==> config.mk <==
export PLATFORM = sky130hd
export DESIGN_NAME = mem_arbiter_flat
export DESIGN_NICKNAME = d
export VERILOG_FILES = /design/src/rtl/mem_arbiter_pkg.sv /design/src/rtl/mem_arbiter_if.sv /design/src/rtl/mem_arbiter.sv /design/src/flat_wrapper.sv
export SDC_FILE = /design/constraint.sdc
export NUM_CORES = 1
export LEC_CHECK = 0
export ABC_CLOCK_PERIOD_IN_PS = 4400
export BUFFER_PORTS_ARGS = -buffer_cell sky130_fd_sc_hd__buf_2
export CAP_MARGIN = 25
export CORE_AREA = 3 3 168 170
export DETAILED_ROUTE_END_ITERATION = 7
export DIE_AREA = 0 0 171 173
export SYNTH_ARGS = -nofsm -noshare
export SYNTH_HDL_FRONTEND = slang
export SYNTH_SLANG_ARGS = --single-unit
==> constraint.sdc <==
create_clock -name clk -period 4.4 [get_ports clk]
set_input_delay 0.22 -clock clk [delete_from_list [all_inputs] [get_ports clk]]
set_output_delay 0.22 -clock clk [all_outputs]
set_load 0.02 [all_outputs]
==> src/rtl/mem_arbiter_pkg.sv <==
// mem_arbiter_pkg: shared widths, length encodings and FSM states for the RAM arbiter
package mem_arbiter_pkg;
  localparam int ADDR_W = 32;
  localparam int DATA_W = 32;
  localparam logic [2:0] LEN_B = 3'd1;
  localparam logic [2:0] LEN_H = 3'd2;
  localparam logic [2:0] LEN_W = 3'd4;
  localparam logic [DATA_W-1:0] ZERO_WORD = '0;
  typedef enum logic [2:0] {IDLE, IF_RD, MEM_RD, MEM_WR, DONE} state_t;
  function automatic logic [2:0] norm_len(input logic [2:0] len);
    return (len == LEN_B || len == LEN_H) ? len : LEN_W;
  endfunction
endpackage

==> src/rtl/mem_arbiter_if.sv <==
// mem_arbiter_if: core-side request/response signals and the byte-wide RAM port
interface mem_arbiter_if;
  import mem_arbiter_pkg::*;
  logic              if_req_i;
  logic [ADDR_W-1:0] if_addr_i;
  logic              if_jump_i;
  logic              inst_ready_o;
  logic [DATA_W-1:0] inst_o;
  logic              pc_plus4_ready_o;
  logic              mem_req_i;
  logic              mem_we_i;
  logic [2:0]        mem_len_i;
  logic [ADDR_W-1:0] mem_addr_i;
  logic [DATA_W-1:0] mem_wdata_i;
  logic              mem_done_o;
  logic [DATA_W-1:0] mem_rdata_o;
  logic [7:0]        ram_din_i;
  logic [7:0]        ram_dout_o;
  logic [ADDR_W-1:0] ram_a_o;
  logic              ram_wr_o;
  modport slave (
    input  if_req_i, if_addr_i, if_jump_i, mem_req_i, mem_we_i, mem_len_i, mem_addr_i,
           mem_wdata_i, ram_din_i,
    output inst_ready_o, inst_o, pc_plus4_ready_o, mem_done_o, mem_rdata_o, ram_dout_o,
           ram_a_o, ram_wr_o
  );
  modport master (
    output if_req_i, if_addr_i, if_jump_i, mem_req_i, mem_we_i, mem_len_i, mem_addr_i,
           mem_wdata_i, ram_din_i,
    input  inst_ready_o, inst_o, pc_plus4_ready_o, mem_done_o, mem_rdata_o, ram_dout_o,
           ram_a_o, ram_wr_o
  );
endinterface

==> src/rtl/mem_arbiter.sv <==
// mem_arbiter: arbitrates fetch and load/store onto one byte-wide RAM port, little-endian assembly
module mem_arbiter
  import mem_arbiter_pkg::*;
(
  input logic          clk,
  input logic          rst,
  input logic          rdy,
  mem_arbiter_if.slave bus
);
  state_t            r_state, w_state;
  logic [2:0]        r_cnt, w_cnt, r_len, w_len, w_idx;
  logic [ADDR_W-1:0] r_addr, w_addr, r_a, w_a, w_step;
  logic [DATA_W-1:0] r_wdata, w_wdata, r_asm, w_asm, r_inst, w_inst, r_rdata, w_rdata, w_cap;
  logic [7:0]        r_dout, w_dout, w_wbyte;
  logic              r_wr, w_wr, r_inst_rdy, w_inst_rdy, r_done, w_done;
  assign w_idx   = r_cnt + 3'd1;
  assign w_step  = r_addr + ADDR_W'(w_idx);
  assign w_cap   = r_asm | (DATA_W'(bus.ram_din_i) << {r_cnt - 3'd1, 3'b000});
  assign w_wbyte = 8'(r_wdata >> {w_idx, 3'b000});
  assign bus.ram_a_o          = r_a;
  assign bus.ram_dout_o       = r_dout;
  assign bus.ram_wr_o         = r_wr & rdy;
  assign bus.inst_o           = r_inst;
  assign bus.inst_ready_o     = r_inst_rdy;
  assign bus.pc_plus4_ready_o = r_inst_rdy;
  assign bus.mem_rdata_o      = r_rdata;
  assign bus.mem_done_o       = r_done;
  // next state, next RAM port drive and result capture
  always_comb begin
    w_state    = r_state;
    w_cnt      = r_cnt;
    w_len      = r_len;
    w_addr     = r_addr;
    w_wdata    = r_wdata;
    w_asm      = r_asm;
    w_a        = r_a;
    w_dout     = r_dout;
    w_wr       = r_wr;
    w_inst     = r_inst;
    w_rdata    = r_rdata;
    w_inst_rdy = 1'b0;
    w_done     = 1'b0;
    case (r_state)
      IDLE: begin
        if (bus.mem_req_i) begin
          w_state = bus.mem_we_i ? MEM_WR : MEM_RD;
          w_len   = norm_len(bus.mem_len_i);
          w_addr  = bus.mem_addr_i;
          w_a     = bus.mem_addr_i;
          w_wdata = bus.mem_wdata_i;
          w_dout  = bus.mem_wdata_i[7:0];
          w_wr    = bus.mem_we_i;
          w_cnt   = 3'd0;
          w_asm   = ZERO_WORD;
        end else if (bus.if_req_i && !bus.if_jump_i) begin
          w_state = IF_RD;
          w_len   = LEN_W;
          w_addr  = bus.if_addr_i;
          w_a     = bus.if_addr_i;
          w_cnt   = 3'd0;
          w_asm   = ZERO_WORD;
        end
      end
      IF_RD, MEM_RD: begin
        if (r_state == IF_RD && bus.if_jump_i) begin
          w_state = IDLE;
        end else begin
          w_cnt = w_idx;
          w_asm = (r_cnt == 3'd0) ? r_asm : w_cap;
          w_a   = (w_idx < r_len) ? w_step : r_a;
          if (r_cnt == r_len) begin
            w_state    = DONE;
            w_inst     = (r_state == IF_RD) ? w_cap : r_inst;
            w_rdata    = (r_state == MEM_RD) ? w_cap : r_rdata;
            w_inst_rdy = (r_state == IF_RD);
            w_done     = (r_state == MEM_RD);
          end
        end
      end
      MEM_WR: begin
        w_cnt = w_idx;
        if (w_idx < r_len) begin
          w_a    = w_step;
          w_dout = w_wbyte;
        end else begin
          w_wr    = 1'b0;
          w_done  = 1'b1;
          w_state = DONE;
        end
      end
      default: w_state = IDLE;
    endcase
  end
  // FSM state register, frozen while rdy is low
  always_ff @(posedge clk) begin
    if (rst) r_state <= IDLE;
    else if (rdy) r_state <= w_state;
  end
  // datapath and output registers, frozen while rdy is low
  always_ff @(posedge clk) begin
    if (rst) begin
      r_cnt      <= 3'd0;
      r_len      <= 3'd0;
      r_addr     <= '0;
      r_wdata    <= ZERO_WORD;
      r_asm      <= ZERO_WORD;
      r_a        <= '0;
      r_dout     <= 8'd0;
      r_wr       <= 1'b0;
      r_inst     <= ZERO_WORD;
      r_rdata    <= ZERO_WORD;
      r_inst_rdy <= 1'b0;
      r_done     <= 1'b0;
    end else if (rdy) begin
      r_cnt      <= w_cnt;
      r_len      <= w_len;
      r_addr     <= w_addr;
      r_wdata    <= w_wdata;
      r_asm      <= w_asm;
      r_a        <= w_a;
      r_dout     <= w_dout;
      r_wr       <= w_wr;
      r_inst     <= w_inst;
      r_rdata    <= w_rdata;
      r_inst_rdy <= w_inst_rdy;
      r_done     <= w_done;
    end
  end
endmodule

==> src/flat_wrapper.sv <==
// flat-port wrapper written by rule: the top's interface ports become plain ports
module mem_arbiter_flat import mem_arbiter_pkg::*;
  (clk, rst, rdy, bus_if_req_i, bus_if_addr_i, bus_if_jump_i, bus_mem_req_i, bus_mem_we_i, bus_mem_len_i, bus_mem_addr_i, bus_mem_wdata_i, bus_ram_din_i, bus_inst_ready_o, bus_inst_o, bus_pc_plus4_ready_o, bus_mem_done_o, bus_mem_rdata_o, bus_ram_dout_o, bus_ram_a_o, bus_ram_wr_o);
  mem_arbiter_if bus_i ();
  input logic clk;
  input logic rst;
  input logic rdy;
  input wire logic [$bits(bus_i.if_req_i)-1:0] bus_if_req_i;
  input wire logic [$bits(bus_i.if_addr_i)-1:0] bus_if_addr_i;
  input wire logic [$bits(bus_i.if_jump_i)-1:0] bus_if_jump_i;
  input wire logic [$bits(bus_i.mem_req_i)-1:0] bus_mem_req_i;
  input wire logic [$bits(bus_i.mem_we_i)-1:0] bus_mem_we_i;
  input wire logic [$bits(bus_i.mem_len_i)-1:0] bus_mem_len_i;
  input wire logic [$bits(bus_i.mem_addr_i)-1:0] bus_mem_addr_i;
  input wire logic [$bits(bus_i.mem_wdata_i)-1:0] bus_mem_wdata_i;
  input wire logic [$bits(bus_i.ram_din_i)-1:0] bus_ram_din_i;
  output wire logic [$bits(bus_i.inst_ready_o)-1:0] bus_inst_ready_o;
  output wire logic [$bits(bus_i.inst_o)-1:0] bus_inst_o;
  output wire logic [$bits(bus_i.pc_plus4_ready_o)-1:0] bus_pc_plus4_ready_o;
  output wire logic [$bits(bus_i.mem_done_o)-1:0] bus_mem_done_o;
  output wire logic [$bits(bus_i.mem_rdata_o)-1:0] bus_mem_rdata_o;
  output wire logic [$bits(bus_i.ram_dout_o)-1:0] bus_ram_dout_o;
  output wire logic [$bits(bus_i.ram_a_o)-1:0] bus_ram_a_o;
  output wire logic [$bits(bus_i.ram_wr_o)-1:0] bus_ram_wr_o;
  assign bus_i.if_req_i = bus_if_req_i;
  assign bus_i.if_addr_i = bus_if_addr_i;
  assign bus_i.if_jump_i = bus_if_jump_i;
  assign bus_i.mem_req_i = bus_mem_req_i;
  assign bus_i.mem_we_i = bus_mem_we_i;
  assign bus_i.mem_len_i = bus_mem_len_i;
  assign bus_i.mem_addr_i = bus_mem_addr_i;
  assign bus_i.mem_wdata_i = bus_mem_wdata_i;
  assign bus_i.ram_din_i = bus_ram_din_i;
  assign bus_inst_ready_o = bus_i.inst_ready_o;
  assign bus_inst_o = bus_i.inst_o;
  assign bus_pc_plus4_ready_o = bus_i.pc_plus4_ready_o;
  assign bus_mem_done_o = bus_i.mem_done_o;
  assign bus_mem_rdata_o = bus_i.mem_rdata_o;
  assign bus_ram_dout_o = bus_i.ram_dout_o;
  assign bus_ram_a_o = bus_i.ram_a_o;
  assign bus_ram_wr_o = bus_i.ram_wr_o;
  mem_arbiter u_core (.clk(clk), .rst(rst), .rdy(rdy), .bus(bus_i));
endmodule
==> metrics <==
outcome=completed; Pleak=0.00469 uW; routed vias/inst=around 5.3; worst r2r dst=u_core.bus.ram_a_o[19]; Hold Crit Class=in2reg; Clock Sinks=around 210; Synthesized Nets=1203; Yosys reg bits=between 200 and 250; core area=26900 sq um; RSZ-0062 raised after global routing=false; root cell of the clock tree=clkbuf_16; CP startpoint=u_core.r_cnt[0]; dpl cells=between 1500 and 2000; clk_lat worst skew=0.51 ns; RR Startpoint=u_core.r_cnt[0]; cts hold-fix bufs=32; max cap viols=0; Nets=approximately 1400; Worst Path Max Fanout=20; Setup crit end=u_core.bus.ram_a_o[19]; Slew Limit Fails=0; Synth Area per Inst=between 8 and 9 sq um; Ys Warns=0; Wirelength per Cell=approximately 17 um; # port buffers=~220; DRC violations left=0; Worst EP arrival=about 3.7 ns; share of layout cells above drive strength 1=23.9%; slew margin rel.=49.4%; Top FF cell, synth=dfxtp_1; switching power total=roughly 1400 uW; Yosys cell types=65; Final TNS setup=0 ns; Final Hold Viols=0; Power Internal=3540 uW; DRT Wirelength=~28000 um; Iteration-0 DRC Markers=525; CP Launch Type=flip-flop; final setup margin=roughly 1.1 ns; fin crit period=between 3 and 4 ns; Syn Inst Count=around 1100; switch share=28.9%; Max rail drop VDD=0.240 mV; Pwr per Cell Area=421 nW/um^2; first-pass GRT wire length=44500 um; FMAX=0.300 GHz; final core occ=44.1%; TritonCTS clock tree=built; Die W=around 170 um; post-CTS sizing=0; Register-to-Register Path Depth=10; Non-Filler Instances=between 1500 and 2000; Tcrit/Tclk final=between 70% and 80%; clock slew at reported path FFs=roughly 0.06 ns; Clk network pwr share=roughly two fifths; routability congestion estimate=a little over 0.8; die area=around 30000 sq um; asr flop ratio synth=0%; antenna violations before repair=5; H-tree levels=1; Setup Skew=approximately 0.014 ns; Total GRT Usage=a little under a fifth; Detail Route Antenna Nets=0; Boundary Pins=222; Die H=between 150 and 200 um; antenna fix cells=0; crit path kind=reg2reg; pre-CTS WS=roughly 1.1 ns; Combinational Power Share=17.1%; CP Capture Type=flip-flop; final setup fails=0; sequential power share=43.5%; Via Count=approximately 9000; CTS buffer count=24; vias in the first global route=~8000; largest net degree at the start of global routing=95; Post-CTS Setup Repair Bufs=0; GRT Residual Overflow=0; Cell Rows=60; Syn-to-layout area delta=26.3%; sequential element share of the synthesized area=a little under half; initial core utilization=a little over a third; DP HPWL=19700 um; Worst Max-Slew Pin Slew=~0.76 ns; Syn Std Cell Area=about 9400 sq um; Critical Path RT=approximately 4.8 ns; Post-synth EDFFs=0; R2R setup slack=about 1.1 ns; drt first pass iters=5; Clock Path Buffers=3
==> kinds of logic after synthesis <==
| logic type | after synthesis | share of synthesized area [%] |
|---|---|---|
| AO/OA/AOI/OAI | 312 | 22.8 |
| adder cells (fa/ha/maj) | 10 | 1.42 |
| XOR/XNOR | 21 | 1.96 |
| multiplexers | 43 | 5.73 |
| buffers and inverters | 107 | 4.82 |
| flip-flops | 212 | 45.3 |
| AND/OR/NAND/NOR | 374 | 18.0 |
==> Yosys cell counts (all sizes together), types with 14 or more instances <==
library cell / number / share of area, %
a22oi: 40 / 3.2
nor3: 17 / 1.0
dfxtp: 212 / 45
buf: 42 / 2.2
mux2i: 30 / 3.2
nand3: 20 / 1.1
xor2: 14 / 1.3
nand2: 121 / 4.8
nor2: 154 / 6.2
clkbuf: 45 / 1.8
a211oi: 102 / 8.2
o21ai: 19 / 1.0
a21oi: 99 / 5.3
inv: 20 / 0.80
==> placed cells by master, fill, tap and decap left out, types with 15 or more instances in the layout <==
cell / count
nand3_1: 20
a22oi_1: 40
a211oi_1: 102
nor2_1: 154
inv_1: 20
nor3_1: 15
mux2i_1: 30
dfxtp_1: 212
buf_2: 220
dlygate4sd3_1: 32
a21oi_1: 98
buf_4: 15
o21ai_0: 18
nand2_1: 121
clkbuf_16: 25
==> registers in the layout (all words and copies together), names as in the netlist <==
name                     cells
u_core.bus.mem_done_o        1
u_core.r_state               3
u_core.r_cnt                 3
u_core.bus.inst_o           32
u_core.bus.inst_ready_o      1
u_core.r_wdata              32
u_core.r_addr               32
u_core.r_asm                32
u_core.bus.ram_dout_o        8
u_core.r_wr                  1
u_core.bus.ram_a_o          32
u_core.bus.mem_rdata_o      32
u_core.r_len                 3
==> final cells by class <==
type                       count  area [sq um]
clock buffer                  33           696
clock inverter                11          86.3
fill                        2706         15000
inverter                      20          75.1
multi-input combinational    760          4690
sequential                   212          4240
tap                          341           427
timing repair buffer         273          1620
==> critical path: stages (launching register included) <==
cell and delay (ns):
dfxtp_1 0.30, buf_4 0.23, inv_1 0.14, ha_1 0.35, buf_4 0.22, ha_1 0.30
nand3b_1 0.12, nand2_1 0.30, a21o_1 0.66, nor2_1 0.30, a32o_1 0.30
==> metrics by stage <==
step	cell area (sq um)	power (uW)	hold WS, ns
finish	11800	4980	0.0547
global route	11800	5210	0.0671
CTS	11800	5020	0.0438
detailed placement	10700	3030	0.445
global placement	10700	3020	0.438
floorplan	9370	2740	0.356
==> power by group through the flow <==
stage	Combinational, uW	Sequential (uW)	Clock (uW)
after floorplan	485	2260	0
after global placement	811	2200	0
after detailed placement	829	2210	0
after CTS	853	2160	2000
after global routing	943	2180	2080
final	854	2170	1960
==> worst min-delay path by stage <==
| stage | end | start | cells after the start |
|---|---|---|---|
| after global routing | u_core.r_len[0] | bus_mem_len_i[0] | 3 |
| after floorplan | u_core.r_wdata[0] | bus_mem_wdata_i[0] | 2 |
| after CTS | u_core.r_len[0] | bus_mem_len_i[0] | 3 |
| after detailed placement | u_core.r_wdata[23] | u_core.r_wdata[23] | 2 |
| after global placement | u_core.r_wdata[4] | u_core.r_wdata[4] | 2 |
| final | u_core.r_len[0] | bus_mem_len_i[0] | 3 |
==> layer usage <==
layer / global-route usage (%) / vias up / routed length (um)
met2: 29.8 / 287 / 13200
met4: 3.59 / 10 / 391
met1: 25.0 / 4079 / 12600
met5: 0 / - / 50
met3: 4.39 / 39 / 2020
li1: - / 4327 / -
(Power assumes the default switching activity.)
